[src/rtl/seven_seg_pkg.sv]
// seven_seg_pkg
//   Shared constants for the seven-segment scan driver.
//   - SEG_BLANK      : active-low segment pattern with every segment off
//   - HEX_SEG_TABLE  : active-low {g,f,e,d,c,b,a} patterns for hex digits 0..F
//   - counter_width(): bits needed to hold any count 0..max_count (minimum 1)
package seven_seg_pkg;

  localparam logic [6:0] SEG_BLANK = 7'b1111111;

  localparam logic [6:0] HEX_SEG_TABLE [16] = '{
    7'b1000000,  // 0
    7'b1111001,  // 1
    7'b0100100,  // 2
    7'b0110000,  // 3
    7'b0011001,  // 4
    7'b0010010,  // 5
    7'b0000010,  // 6
    7'b1111000,  // 7
    7'b0000000,  // 8
    7'b0010000,  // 9
    7'b0001000,  // A
    7'b0000011,  // b
    7'b0100111,  // c
    7'b0100001,  // d
    7'b0000110,  // E
    7'b0001110   // F
  };

  function automatic int counter_width(input int max_count);
    for (int w = 1; w < 32; w++) begin
      if ((max_count >> w) == 0) return w;
    end
    return 32;
  endfunction

endpackage

[src/rtl/hex_seg_lut.sv]
// hex_seg_lut
//   Combinational hex-to-seven-segment decoder for a common-anode display.
//   Ports:
//     nibble  in  4  hex digit to decode
//     seg     out 7  active-low segments {g,f,e,d,c,b,a}
module hex_seg_lut
  import seven_seg_pkg::*;
(
  input  logic [3:0] nibble,
  output logic [6:0] seg
);

  assign seg = HEX_SEG_TABLE[nibble];

endmodule

[src/rtl/seven_seg_scan_driver.sv]
// seven_seg_scan_driver
//   Time-multiplexed driver for an N-digit common-anode seven-segment display.
//   Each digit owns a slot of DIGIT_CYCLES clocks; the first BLANK_CYCLES of a
//   slot keep every anode off to avoid ghosting. Inputs are captured once per
//   frame (at the start of digit 0's slot) so a frame never mixes old and new
//   data. All display outputs come straight from flops.
//   Ports:
//     clk          in  1            system clock
//     reset        in  1            asynchronous, active-high
//     value        in  4*NUM_DIGITS packed hex digits, digit 0 = value[3:0]
//     dp_in        in  NUM_DIGITS   decimal point request per digit (1 = lit)
//     digit_en     in  NUM_DIGITS   1 = digit may display, 0 = forced blank
//     lz_blank     in  1            1 = suppress leading zeros
//     blink_mask   in  NUM_DIGITS   1 = digit blinks
//     anode        out NUM_DIGITS   active-low digit select
//     cathode      out 7            active-low segments {g,f,e,d,c,b,a}
//     dp           out 1            active-low decimal point
//     frame_start  out 1            one-cycle pulse as digit 0's slot begins
module seven_seg_scan_driver
  import seven_seg_pkg::*;
#(
  parameter int NUM_DIGITS   = 8,
  parameter int DIGIT_CYCLES = 100000,
  parameter int BLANK_CYCLES = 16,
  parameter int BLINK_FRAMES = 250
) (
  input  logic                    clk,
  input  logic                    reset,
  input  logic [4*NUM_DIGITS-1:0] value,
  input  logic [NUM_DIGITS-1:0]   dp_in,
  input  logic [NUM_DIGITS-1:0]   digit_en,
  input  logic                    lz_blank,
  input  logic [NUM_DIGITS-1:0]   blink_mask,
  output logic [NUM_DIGITS-1:0]   anode,
  output logic [6:0]              cathode,
  output logic                    dp,
  output logic                    frame_start
);

  localparam int CW = counter_width(DIGIT_CYCLES - 1);
  localparam int IW = counter_width(NUM_DIGITS - 1);
  localparam int BW = counter_width(BLINK_FRAMES - 1);

  localparam logic [CW-1:0] CNT_LAST   = CW'(DIGIT_CYCLES - 1);
  localparam logic [CW-1:0] CNT_BLANK  = CW'(BLANK_CYCLES);
  localparam logic [IW-1:0] IDX_LAST   = IW'(NUM_DIGITS - 1);
  localparam logic [BW-1:0] BLINK_LAST = BW'(BLINK_FRAMES - 1);

  logic [CW-1:0]           cnt;
  logic [IW-1:0]           idx;
  logic [BW-1:0]           blink_cnt;
  logic [BW-1:0]           blink_cnt_next;
  logic                    phase;
  logic                    phase_next;
  logic                    load_pending;

  logic [4*NUM_DIGITS-1:0] sh_value;
  logic [NUM_DIGITS-1:0]   sh_dp;
  logic [NUM_DIGITS-1:0]   sh_en;
  logic                    sh_lz;
  logic [NUM_DIGITS-1:0]   sh_blink;

  logic                    capture;
  logic [4*NUM_DIGITS-1:0] eff_value;
  logic [NUM_DIGITS-1:0]   eff_dp;
  logic [NUM_DIGITS-1:0]   eff_en;
  logic                    eff_lz;
  logic [NUM_DIGITS-1:0]   eff_blink;

  logic [NUM_DIGITS-1:0]   lzb;
  logic                    zeros_above;
  logic                    visible;
  logic [3:0]              nibble;
  logic [6:0]              lut_seg;
  logic [NUM_DIGITS-1:0]   anode_next;
  logic [6:0]              cathode_next;
  logic                    dp_next;

  // A frame begins whenever the scan sits at digit 0, count 0. load_pending
  // guarantees the very first cycle after reset also loads fresh inputs.
  assign capture = load_pending | ((cnt == '0) && (idx == '0));

  // During the capture cycle the shadow flops still hold the previous frame,
  // so the output logic looks through to the live inputs; this keeps the
  // first visible cycle of a frame consistent even with no blank time.
  assign eff_value = capture ? value      : sh_value;
  assign eff_dp    = capture ? dp_in      : sh_dp;
  assign eff_en    = capture ? digit_en   : sh_en;
  assign eff_lz    = capture ? lz_blank   : sh_lz;
  assign eff_blink = capture ? blink_mask : sh_blink;

  // Slot counter and digit index: the index advances once per slot wrap.
  always_ff @(posedge clk or posedge reset) begin
    if (reset) begin
      cnt <= '0;
      idx <= '0;
    end else if (cnt == CNT_LAST) begin
      cnt <= '0;
      idx <= (idx == IDX_LAST) ? '0 : idx + 1'b1;
    end else begin
      cnt <= cnt + 1'b1;
    end
  end

  // Blink frame counter: counts frame starts, toggling the phase on wrap.
  always_comb begin
    blink_cnt_next = blink_cnt;
    phase_next     = phase;
    if (capture) begin
      if (blink_cnt == BLINK_LAST) begin
        blink_cnt_next = '0;
        phase_next     = ~phase;
      end else begin
        blink_cnt_next = blink_cnt + 1'b1;
      end
    end
  end

  // Shadow registers, blink state and the frame_start pulse all move on the
  // same capture edge.
  always_ff @(posedge clk or posedge reset) begin
    if (reset) begin
      sh_value     <= '0;
      sh_dp        <= '0;
      sh_en        <= '0;
      sh_lz        <= 1'b0;
      sh_blink     <= '0;
      blink_cnt    <= '0;
      phase        <= 1'b0;
      load_pending <= 1'b1;
      frame_start  <= 1'b0;
    end else begin
      blink_cnt    <= blink_cnt_next;
      phase        <= phase_next;
      frame_start  <= capture;
      load_pending <= 1'b0;
      if (capture) begin
        sh_value <= value;
        sh_dp    <= dp_in;
        sh_en    <= digit_en;
        sh_lz    <= lz_blank;
        sh_blink <= blink_mask;
      end
    end
  end

  // Leading-zero mask: walk down from the top digit while every nibble seen
  // so far is zero. Digit 0 is left out so a zero value still shows "0".
  always_comb begin
    lzb         = '0;
    zeros_above = eff_lz;
    for (int k = NUM_DIGITS - 1; k >= 1; k--) begin
      zeros_above = zeros_above & (eff_value[4*k +: 4] == 4'h0);
      lzb[k]      = zeros_above;
    end
  end

  assign nibble  = eff_value[{idx, 2'b00} +: 4];
  assign visible = eff_en[idx] & ~lzb[idx] & ~(eff_blink[idx] & phase_next);

  hex_seg_lut u_hex_seg_lut (
    .nibble (nibble),
    .seg    (lut_seg)
  );

  // Next display state for the current slot. The anode stays selected for an
  // invisible digit so the scan timing seen on the board never changes.
  always_comb begin
    anode_next   = '1;
    cathode_next = SEG_BLANK;
    dp_next      = 1'b1;
    if (cnt >= CNT_BLANK) begin
      anode_next = ~(NUM_DIGITS'(1) << idx);
    end
    if (visible) begin
      cathode_next = lut_seg;
      dp_next      = ~eff_dp[idx];
    end
  end

  // Registered pin drivers.
  always_ff @(posedge clk or posedge reset) begin
    if (reset) begin
      anode   <= '1;
      cathode <= SEG_BLANK;
      dp      <= 1'b1;
    end else begin
      anode   <= anode_next;
      cathode <= cathode_next;
      dp      <= dp_next;
    end
  end

endmodule

[config.mk]
export PLATFORM = sky130hd
export DESIGN_NAME = seven_seg_scan_driver
export DESIGN_NICKNAME = d
export VERILOG_FILES = /design/src/rtl/seven_seg_pkg.sv /design/src/rtl/hex_seg_lut.sv /design/src/rtl/seven_seg_scan_driver.sv
export SDC_FILE = /design/constraint.sdc
export NUM_CORES = 1
export LEC_CHECK = 0
export CAP_MARGIN = 5
export CORE_MARGIN = 3
export CORE_UTILIZATION = 58
export CTS_BUF_LIST = sky130_fd_sc_hd__clkbuf_8
export DETAILED_ROUTE_END_ITERATION = 10
export HOLD_SLACK_MARGIN = 0.05
export PLACE_DENSITY = 0.89
export SYNTH_ARGS = -nofsm -noshare
export SYNTH_HDL_FRONTEND = slang
export SYNTH_SLANG_ARGS = --single-unit
[constraint.sdc]
create_clock -name clk -period 5.65 [get_ports clk]
set_input_delay 1.13 -clock clk [delete_from_list [all_inputs] [get_ports clk]]
set_output_delay 1.13 -clock clk [all_outputs]
set_load 0.02 [all_outputs]
==> flow_summary.toml, run 1 <==
[sta]
rsz0062_at_grt = "no"
finalSetupTns_ns = 0
fmax_mhz = 213
setup_viol = 0
drv_slew = 0
tightest_slew_ns = 0.983
period_share_pct = 83.0
clock_skew_ns = 0.00800
hold_viol = 0
whs_ns = 0.473
worst_slack_ns = 0.958
relSlewSlack_pct = 34.5
fin_crit_ns = 4.69

[clocking]
cts_resized = 0
cts_buffer_depth = 2
clock_sinks = 104
cts.clk_slew.worst_paths_ns = 0.09
cts_buffers = 9
insertion_delay_ns = 0.38
cts_tree = "built"
root_buffer = "clkbuf_8"
post-cts-setup-buffer-count = 0
htree_num_levels = 3
ctsHoldBuffers = 0

[layout]
design_area_sq_um = 6840
nets = 763
syn_to_final_growth_pct = 17.4
layout_common_cells = "nand2_1, dfrtp_1, clkdlybuf4s50_1"
layout_commonest_cell = "nand2_1"
diodes = 0
fill_cells = 692
drive_gt1_share_pct = 12.1

[pwr]
combinationalPowerShare_pct = 17.3
power_frac_seq_pct = 55.6
p_leak_nw = 3.02
p_switching_mw = 0.442
ir_drop_v = 0.000137
p_total_mw = 1.55
power.internal_mw = 1.11
p_clk_share_pct = 27.1
p_per_area_nw_per_um2 = 227
switching_share_pct = 28.5

[synthesis]
ys_types = 65
synth-edff-count = 0
syn_area_sq_um = 5820
syn-num-nets = 701
yosys_warnings = 0
async_flop_share_pct = 100
syn_inst = 626
ys_seq_area_share_pct = 45.0
yosys_register_bits = 104
synth_ff_type = "dfrtp_1"
syn_avg_cell_area_sq_um = 9.30

[setup_path]
reg2reg_to = "cathode[5]$_DFF_PP1_"
slowest_delay_ns = 0.58
ff2ff_path_depth = 13
worst-path-stages = 13
crit_buf_inv = 3
crit_slowest_cell = "a31oi_1"
r2r-start = "idx[0]$_DFFE_PP0N_"
path_class = "flip-flop to flip-flop"
cp_data_arrival_time_ns = 5.00
path_delay_family = "compound AO/OA/AOI/OAI gates"
rrSetupSlack_ns = 0.96
required_ns = 5.96
crit_start = "idx[0]$_DFFE_PP0N_"
cp_max_fo = 30
crit_path_end = "cathode[5]$_DFF_PP1_"
end_kind = "flip-flop"
path_cells = "buf_4 -> inv_1 -> ha_1 -> nor2b_1 -> nand2_1 -> o41ai_1 -> a221oi_1 -> a211o_1 -> a31oi_1 -> inv_1 -> ha_1 -> mux2_2 -> a221o_1"
cp-start-kind = "flip-flop"

[run]
maxCapViolCount = 0

[floorplanning]
start_util_pct = 61.3
die_y_um = 106
die_area_sq_um = 11300
fp.dieW_um = 106
rows = 35
core_area_sq_um = 9500
ios = 76

[drt]
vias = 5169
drtAntennaViolNets = 0
dr.pass1.iters = 5
wl_per_cell_um = 18.6
drt_wl_total_um = 15300
drcViolationCount = 0
drt_iter0_markers = 526
drt-vias-per-instance = 6.29

[place]
hpwl_um = 11100
dpl_worst_slack_ns = 1.13
gp_congestion = 0.953
placed_cell_area_sq_um = 6660
numPortBuffers = 75

[grt]
antenna_found_initial = 0
grt_util_all_layers_pct = 27.8
grt_start_max_net_pins = 82
first_global_vias = 5143
grt_pass1_wl_um = 25000
overflow = 0

[worst_hold_path]
hold_path.class = "flip-flop to flip-flop"
hold_start = "sh_dp[0]$_DFF_PP0_"

[run_status]
status = "complete, no violations"
## metal layers
metal	up-vias	routed length, um	track usage [%]
li1	2311	-	-
met1	2512	6170	37.5
met2	292	7330	44.7
met3	54	1290	5.59
met4	0	477	10.3
met5	-	0	0
## power groups by stage
stage	registers, mW	clock network (mW)	logic [mW]
CTS	0.860	0.429	0.267
detailed placement	0.874	0	0.264
global route	0.871	0.463	0.294
finish	0.862	0.419	0.268
floorplan	0.867	0	0.156
global placement	0.871	0	0.252
## cell usage after synthesis, drive strengths merged (2+ instances only)
cell | instances | area, sq um
nand2 | 158 | 593
nand4 | 9 | 56.3
nor2 | 35 | 148
o211ai | 3 | 27.5
clkbuf | 23 | 86.3
a22o | 2 | 17.5
mux4 | 7 | 158
o21a | 2 | 15.0
xnor2 | 7 | 61.3
o221ai | 3 | 26.3
dfstp | 17 | 447
or4 | 2 | 15.0
or2 | 9 | 56.3
o21ai | 23 | 115
o211a | 6 | 60.1
mux2 | 18 | 203
a21oi | 8 | 51.3
inv | 23 | 86.3
nand3 | 29 | 145
o311ai | 2 | 17.5
a211o | 3 | 26.3
xor2 | 8 | 70.1
o41ai | 3 | 26.3
o22ai | 2 | 12.5
buf | 10 | 65.1
a211oi | 7 | 52.6
or3 | 4 | 25.0
nand2b | 3 | 18.8
o2111ai | 2 | 17.5
and2 | 3 | 18.8
o31ai | 3 | 22.5
ha | 16 | 200
mux2i | 21 | 210
a31oi | 4 | 25.0
nor4 | 17 | 121
and4 | 2 | 17.5
a221o | 4 | 40.0
a21o | 4 | 30.0
nor3 | 17 | 101
a22oi | 2 | 15.0
a221oi | 4 | 35.0
dfrtp | 87 | 2180
nor2b | 2 | 12.5
## cell families after synthesis
logic type / synth area share, %
AND/OR/NAND/NOR: 23.6
flip-flops: 45.0
AO/OA/AOI/OAI: 11.7
buffers and inverters: 4.08
multiplexers: 9.80
adder cells (fa/ha/maj): 3.44
XOR/XNOR: 2.26
other: 0.0644
## worst min-delay path: cells and delay by family, from the launching register on
| family | cells | cell delay, ns |
|---|---|---|
| AND/OR/NAND/NOR | 2 | 0.10 |
| flip-flops | 1 | 0.33 |
## sequential cells by signal, indices dropped and copies added, names as in the netlist
signal,flops
dp,1
blink_cnt,8
load_pending,1
phase,1
sh_value,32
cathode,7
anode,8
sh_dp,8
sh_blink,8
idx,3
sh_en,8
sh_lz,1
cnt,17
frame_start,1
## metrics by stage
| stage | util, % | std cells |
|---|---|---|
| 2_1_floorplan | - | 626 |
| 3_3_place_gp | 70.1 | 806 |
| 3_5_place_dp | 70.1 | 806 |
| 4_1_cts | 71.9 | 822 |
| 5_1_grt | 71.9 | 822 |
| 6_report | 71.9 | 822 |
## worst min-delay path by stage
stage	cells after the start	to
finish	2	sh_dp[0]$_DFF_PP0_
global route	2	sh_dp[0]$_DFF_PP0_
CTS	2	sh_dp[0]$_DFF_PP0_
detailed placement	2	sh_dp[0]$_DFF_PP0_
global placement	2	sh_dp[0]$_DFF_PP0_
floorplan	2	sh_dp[0]$_DFF_PP0_
## layout make-up
cell class / instances / area, sq um / area share, %
clock buffers: 10 / 138 / 2.01
repair buffers: 84 / 818 / 12.0
inverters: 23 / 88.8 / 1.30
multi-input cells: 466 / 2970 / 43.4
flip-flops and latches: 104 / 2620 / 38.4
well taps: 129 / 161 / 2.36
clock inverters: 6 / 37.5 / 0.549
No activity file was read; power rests on OpenSTA's default activity.
==> run 2: changes to the inputs <==
clock period = 4.4 ns   (was 5.65 ns; I/O delays follow)
==> flow_summary.toml, run 2 (same netlist as run 1, synthesis figures left out) <==
[run]
maxCapViolCount = 0

[clocking]
insertion_delay_ns = 0.37
ctsHoldBuffers = 0
post-cts-setup-buffer-count = 0
cts_buffers = 9
root_buffer = "clkbuf_8"
cts_buffer_depth = 2
clock_sinks = 104
cts_tree = "built"
htree_num_levels = 3
cts_resized = 0
cts.clk_slew.worst_paths_ns = 0.10

[layout]
layout_commonest_cell = "nand2_1"
utilization_pct = 72.4
largest_reg_flops = 32
top_regs = "sh_value (32), cnt (17)"
layout_common_cells = "nand2_1, dfrtp_1, clkdlybuf4s50_1"
nets = 767
diodes = 0
largest-register = "sh_value"
drive_gt1_share_pct = 12.6
syn_to_final_growth_pct = 18.0

[setup_path]
cp_data_arrival_time_ns = 4.27
path_class = "flip-flop to flip-flop"
reg2reg_to = "cathode[5]$_DFF_PP1_"
cp-start-kind = "flip-flop"
cp_max_fo = 16
r2r-start = "cnt[0]$_DFF_PP0_"
crit_slowest_cell = "a31oi_1"
slowest_delay_ns = 0.59
end_kind = "flip-flop"
required_ns = 4.70
ff2ff_path_depth = 13
rrSetupSlack_ns = 0.43
path_cells = "inv_1 -> ha_1 -> or3b_1 -> nor2_8 -> a21oi_4 -> buf_4 -> o2111a_1 -> a211o_1 -> a31oi_1 -> inv_1 -> ha_1 -> mux2_2 -> a221o_1"

[drt]
top_layer_used = "met4"
drt-vias-per-instance = 6.09
wl_met3_um = 1090
routed-wl-met2_um = 7400
drcViolationCount = 0
dr.pass1.iters = 5
met1_length_um = 6380
wl_per_cell_um = 18.4
drtAntennaViolNets = 0
drt_wl_total_um = 15200
drt_iter0_markers = 374
vias = 5028

[sta]
finalSetupTns_ns = 0
relSlewSlack_pct = 17.2
drv_slew = 0
fmax_mhz = 252
whs_ns = 0.477
rsz0062_at_grt = "no"
setup_viol = 0
tightest_slew_ns = 1.24
fin_crit_ns = 3.97
clock_skew_ns = 0.00770
period_share_pct = 90.1
hold_viol = 0

[worst_hold_path]
hold_path.class = "flip-flop to flip-flop"
min_to = "sh_en[5]$_DFF_PP0_"
holdPathStages = 2
hold_start = "sh_en[5]$_DFF_PP0_"

[grt]
overflow = 0
grt_util_all_layers_pct = 27.5
grt_pass1_wl_um = 24700
antenna_found_initial = 0
grt_start_max_net_pins = 87
first_global_vias = 4910

[place]
numPortBuffers = 75
gp_congestion = 0.924
hpwl_um = 11200

[floorplanning]
die_area_sq_um = 11300
ios = 76
start_util_pct = 61.3
rows = 35
core_area_sq_um = 9500
fp.dieW_um = 106
die_y_um = 106

[pwr]
ir_drop_v = 0.000205
p_leak_nw = 3.04
p_per_area_nw_per_um2 = 293

[run_status]
status = "complete, no violations"
run 2: cell count changes in the layout (fill, tap and decap cells not counted):
cell,previous run,this run
buf_4,9,13
inv_6,0,1
clkinv_4,2,1
clkbuf_8,10,11
clkinv_2,1,0
run 2: worst max-delay path, delay by kind of cell, from the launching register on:
family,cells,cell delay [ns]
compound gates,5,1.50
fa+ha+maj,2,0.47
buf+inv,3,0.53
flops,1,0.43
mux,1,0.27
simple gates,2,0.70
run 2: worst max path at each step:
stage / start / to / slack [ns]
6_report: cnt[0]$_DFF_PP0_ / cathode[5]$_DFF_PP1_ / 0.43
5_1_grt: cnt[0]$_DFF_PP0_ / cathode[5]$_DFF_PP1_ / 0.23
4_1_cts: cnt[0]$_DFF_PP0_ / cathode[0]$_DFF_PP1_ / 0.51
3_5_place_dp: cnt[0]$_DFF_PP0_ / cathode[5]$_DFF_PP1_ / 0.57
3_3_place_gp: value[9] / cathode[5]$_DFF_PP1_ / 0.71
2_1_floorplan: idx[0]$_DFFE_PP0N_ / cathode[5]$_DFF_PP1_ / 0.44
run 2: cell type report:
class,instances,area (sq um)
clock buffers,11,151
clock inverters,5,32.5
fillers,733,2630
inverters,23,88.8
multi-input cells,466,2970
flip-flops and latches,104,2620
well taps,129,161
repair buffers,88,848
run 2: per-layer routing:
layer  GRT usage (%)  vias to the layer above
met2            45.7                      210
li1                -                     2324
met1            37.2                     2461
met4            7.12                        0
met5               0                        -
met3            5.46                       33
run 2: per-stage QoR:
stage / power [mW] / setup WS (ns) / std cells / instance area [sq um]
after global routing: 2.10 / 0.231 / 826 / 6880
after global placement: 1.45 / 0.713 / 810 / 6690
final: 2.01 / 0.435 / 826 / 6880
after detailed placement: 1.46 / 0.569 / 810 / 6690
after floorplan: 1.31 / 0.437 / 626 / 5820
after CTS: 2.02 / 0.511 / 826 / 6880
run 2: where the power goes:
group | internal (mW) | switching, mW
Combinational | 0.165 | 0.179
Sequential | 1.04 | 0.0664
Clock | 0.236 | 0.325
Total | 1.44 | 0.570
==> run 3: changes to the inputs <==
GPL_TIMING_DRIVEN = 0   (was unset)
TNS_END_PERCENT = 20   (was unset)
==> flow_summary.toml, run 3 (same netlist as run 1, synthesis figures left out) <==
[run_status]
status = "complete, no violations"

[sta]
rsz0062_at_grt = "no"
tightest_slew_ns = 0.972
drv_slew = 0
period_share_pct = 96.1
setup_viol = 0
relSlewSlack_pct = 34.3
hold_viol = 0
fin_crit_ns = 4.23
clock_skew_ns = 0.0126
fmax_mhz = 237

[drt]
drt_iter0_markers = 484
dr.pass1.iters = 5
drt-vias-per-instance = 6.18
drtAntennaViolNets = 0
wl_per_cell_um = 19.0
drcViolationCount = 0
vias = 5250
drt_wl_total_um = 16200

[pwr]
p_total_mw = 2.14
ir_drop_v = 0.000255
combinationalPowerShare_pct = 16.7
p_per_area_nw_per_um2 = 304
power.internal_mw = 1.53
power_frac_seq_pct = 51.5
p_leak_nw = 3.09
switching_share_pct = 28.3
p_switching_mw = 0.605
p_clk_share_pct = 31.8

[layout]
utilization_pct = 74.0
syn_to_final_growth_pct = 20.8
layout.cells.non_filler = 850
top_regs = "sh_value (32), cnt (17)"
layout_commonest_cell = "nand2_1"
design_area_sq_um = 7030
largest_reg_flops = 32
fill_cells = 708
layout_common_cells = "nand2_1, dfrtp_1, clkdlybuf4s50_1"
largest-register = "sh_value"
nets = 791
diodes = 0
drive_gt1_share_pct = 13.2

[grt]
overflow = 0
first_global_vias = 5207
grt_util_all_layers_pct = 29.7
grt_pass1_wl_um = 26300
grt_start_max_net_pins = 76
antenna_found_initial = 0

[run]
maxCapViolCount = 0

[place]
dp_cells = 831
hpwl_um = 12000
gp_congestion = 0.946
placed_cell_area_sq_um = 6770
numPortBuffers = 75

[clocking]
cts_tree = "built"
clock_sinks = 104
cts.clk_slew.worst_paths_ns = 0.11
cts_buffers = 9
cts_buffer_depth = 2
insertion_delay_ns = 0.39
root_buffer = "clkbuf_8"
htree_num_levels = 3

[setup_path]
reg2reg_to = "cathode[5]$_DFF_PP1_"
crit_slowest_cell = "mux2_2"
cp_max_fo = 10
cp-start-kind = "flip-flop"
path_class = "flip-flop to flip-flop"
ff2ff_path_depth = 13
crit_start = "idx[0]$_DFFE_PP0N_"
r2r-start = "idx[0]$_DFFE_PP0N_"
crit_path_end = "cathode[5]$_DFF_PP1_"
path_cells = "clkbuf_2 -> clkinvlp_4 -> ha_1 -> nand2b_2 -> nor2_8 -> a21oi_4 -> mux2_2 -> a211o_1 -> a31oi_2 -> inv_1 -> ha_1 -> mux2_2 -> a221o_1"
end_kind = "flip-flop"
slowest_delay_ns = 0.43
required_ns = 4.72
rrSetupSlack_ns = 0.17
cp_data_arrival_time_ns = 4.55

[worst_hold_path]
hold_path.class = "flip-flop to flip-flop"

[floorplanning]
rows = 35
ios = 76
start_util_pct = 61.3
fp.dieW_um = 106
die_y_um = 106
core_area_sq_um = 9500
die_area_sq_um = 11300
## run 3: how the worst min path moves through the flow
stage / from / to / slack, ns / cells after the start
CTS: sh_en[5]$_DFF_PP0_ / sh_en[5]$_DFF_PP0_ / 0.48 / 2
detailed placement: sh_en[5]$_DFF_PP0_ / sh_en[5]$_DFF_PP0_ / 0.46 / 2
global route: sh_en[5]$_DFF_PP0_ / sh_en[5]$_DFF_PP0_ / 0.50 / 2
finish: sh_en[5]$_DFF_PP0_ / sh_en[5]$_DFF_PP0_ / 0.48 / 2
floorplan: sh_dp[0]$_DFF_PP0_ / sh_dp[0]$_DFF_PP0_ / 0.43 / 2
global placement: sh_dp[7]$_DFF_PP0_ / sh_dp[7]$_DFF_PP0_ / 0.44 / 2
## run 3: final cells by class
| cell class | count | area, sq um | area share (%) |
|---|---|---|---|
| buffer | 32 | 151 | 2.15 |
| clock buffer | 9 | 124 | 1.76 |
| clock inverter | 7 | 101 | 1.44 |
| inverter | 23 | 92.6 | 1.32 |
| multi-input combinational | 466 | 2970 | 42.2 |
| sequential | 104 | 2620 | 37.3 |
| tap | 129 | 161 | 2.29 |
| timing repair buffer | 80 | 808 | 11.5 |
## run 3: layer usage
layer | global-route usage (%) | routed length, um | vias up
met2 | 47.5 | 7610 | 286
li1 | - | - | 2381
met5 | 0 | 0 | -
met3 | 7.16 | 1480 | 42
met1 | 40.1 | 6600 | 2541
met4 | 9.62 | 470 | 0
## run 3: timing repair
item | 4_1_cts | 5_1_grt
resized for setup | 4 | 3
setup buffers | 0 | 4
setup endpoints to repair | 9 | 6
pin swaps | 0 | 0
endpoints found under the hold margin | 0 | 0
hold buffers | 0 | 0
## run 3: critical path: cells and delay by family (launching register included)
kind	cells	cell delay [ns]
AOI/OAI and AO/OA	4	1.41
adders and majority gates	2	0.57
buffers and inverters	3	0.74
DFF	1	0.40
muxes	2	0.70
and+or+nand+nor	2	0.33
## run 3: power by group through the flow
stage | Combinational, mW | Clock [mW] | Sequential [mW]
after floorplan | 0.200 | 0 | 1.11
after global placement | 0.335 | 0 | 1.11
after detailed placement | 0.353 | 0 | 1.12
after CTS | 0.355 | 0.683 | 1.10
after global routing | 0.395 | 0.721 | 1.11
final | 0.357 | 0.681 | 1.10
## run 3: through the flow
step / hold WS (ns) / worst slack [ns] / TNS (ns)
after CTS: 0.476 / 0.0738 / 0
after global placement: 0.441 / -0.577 / -52.37
after global routing: 0.501 / 0.00684 / 0
after detailed placement: 0.457 / -0.616 / -3.34
final: 0.478 / 0.173 / 0
after floorplan: 0.429 / 0.437 / 0
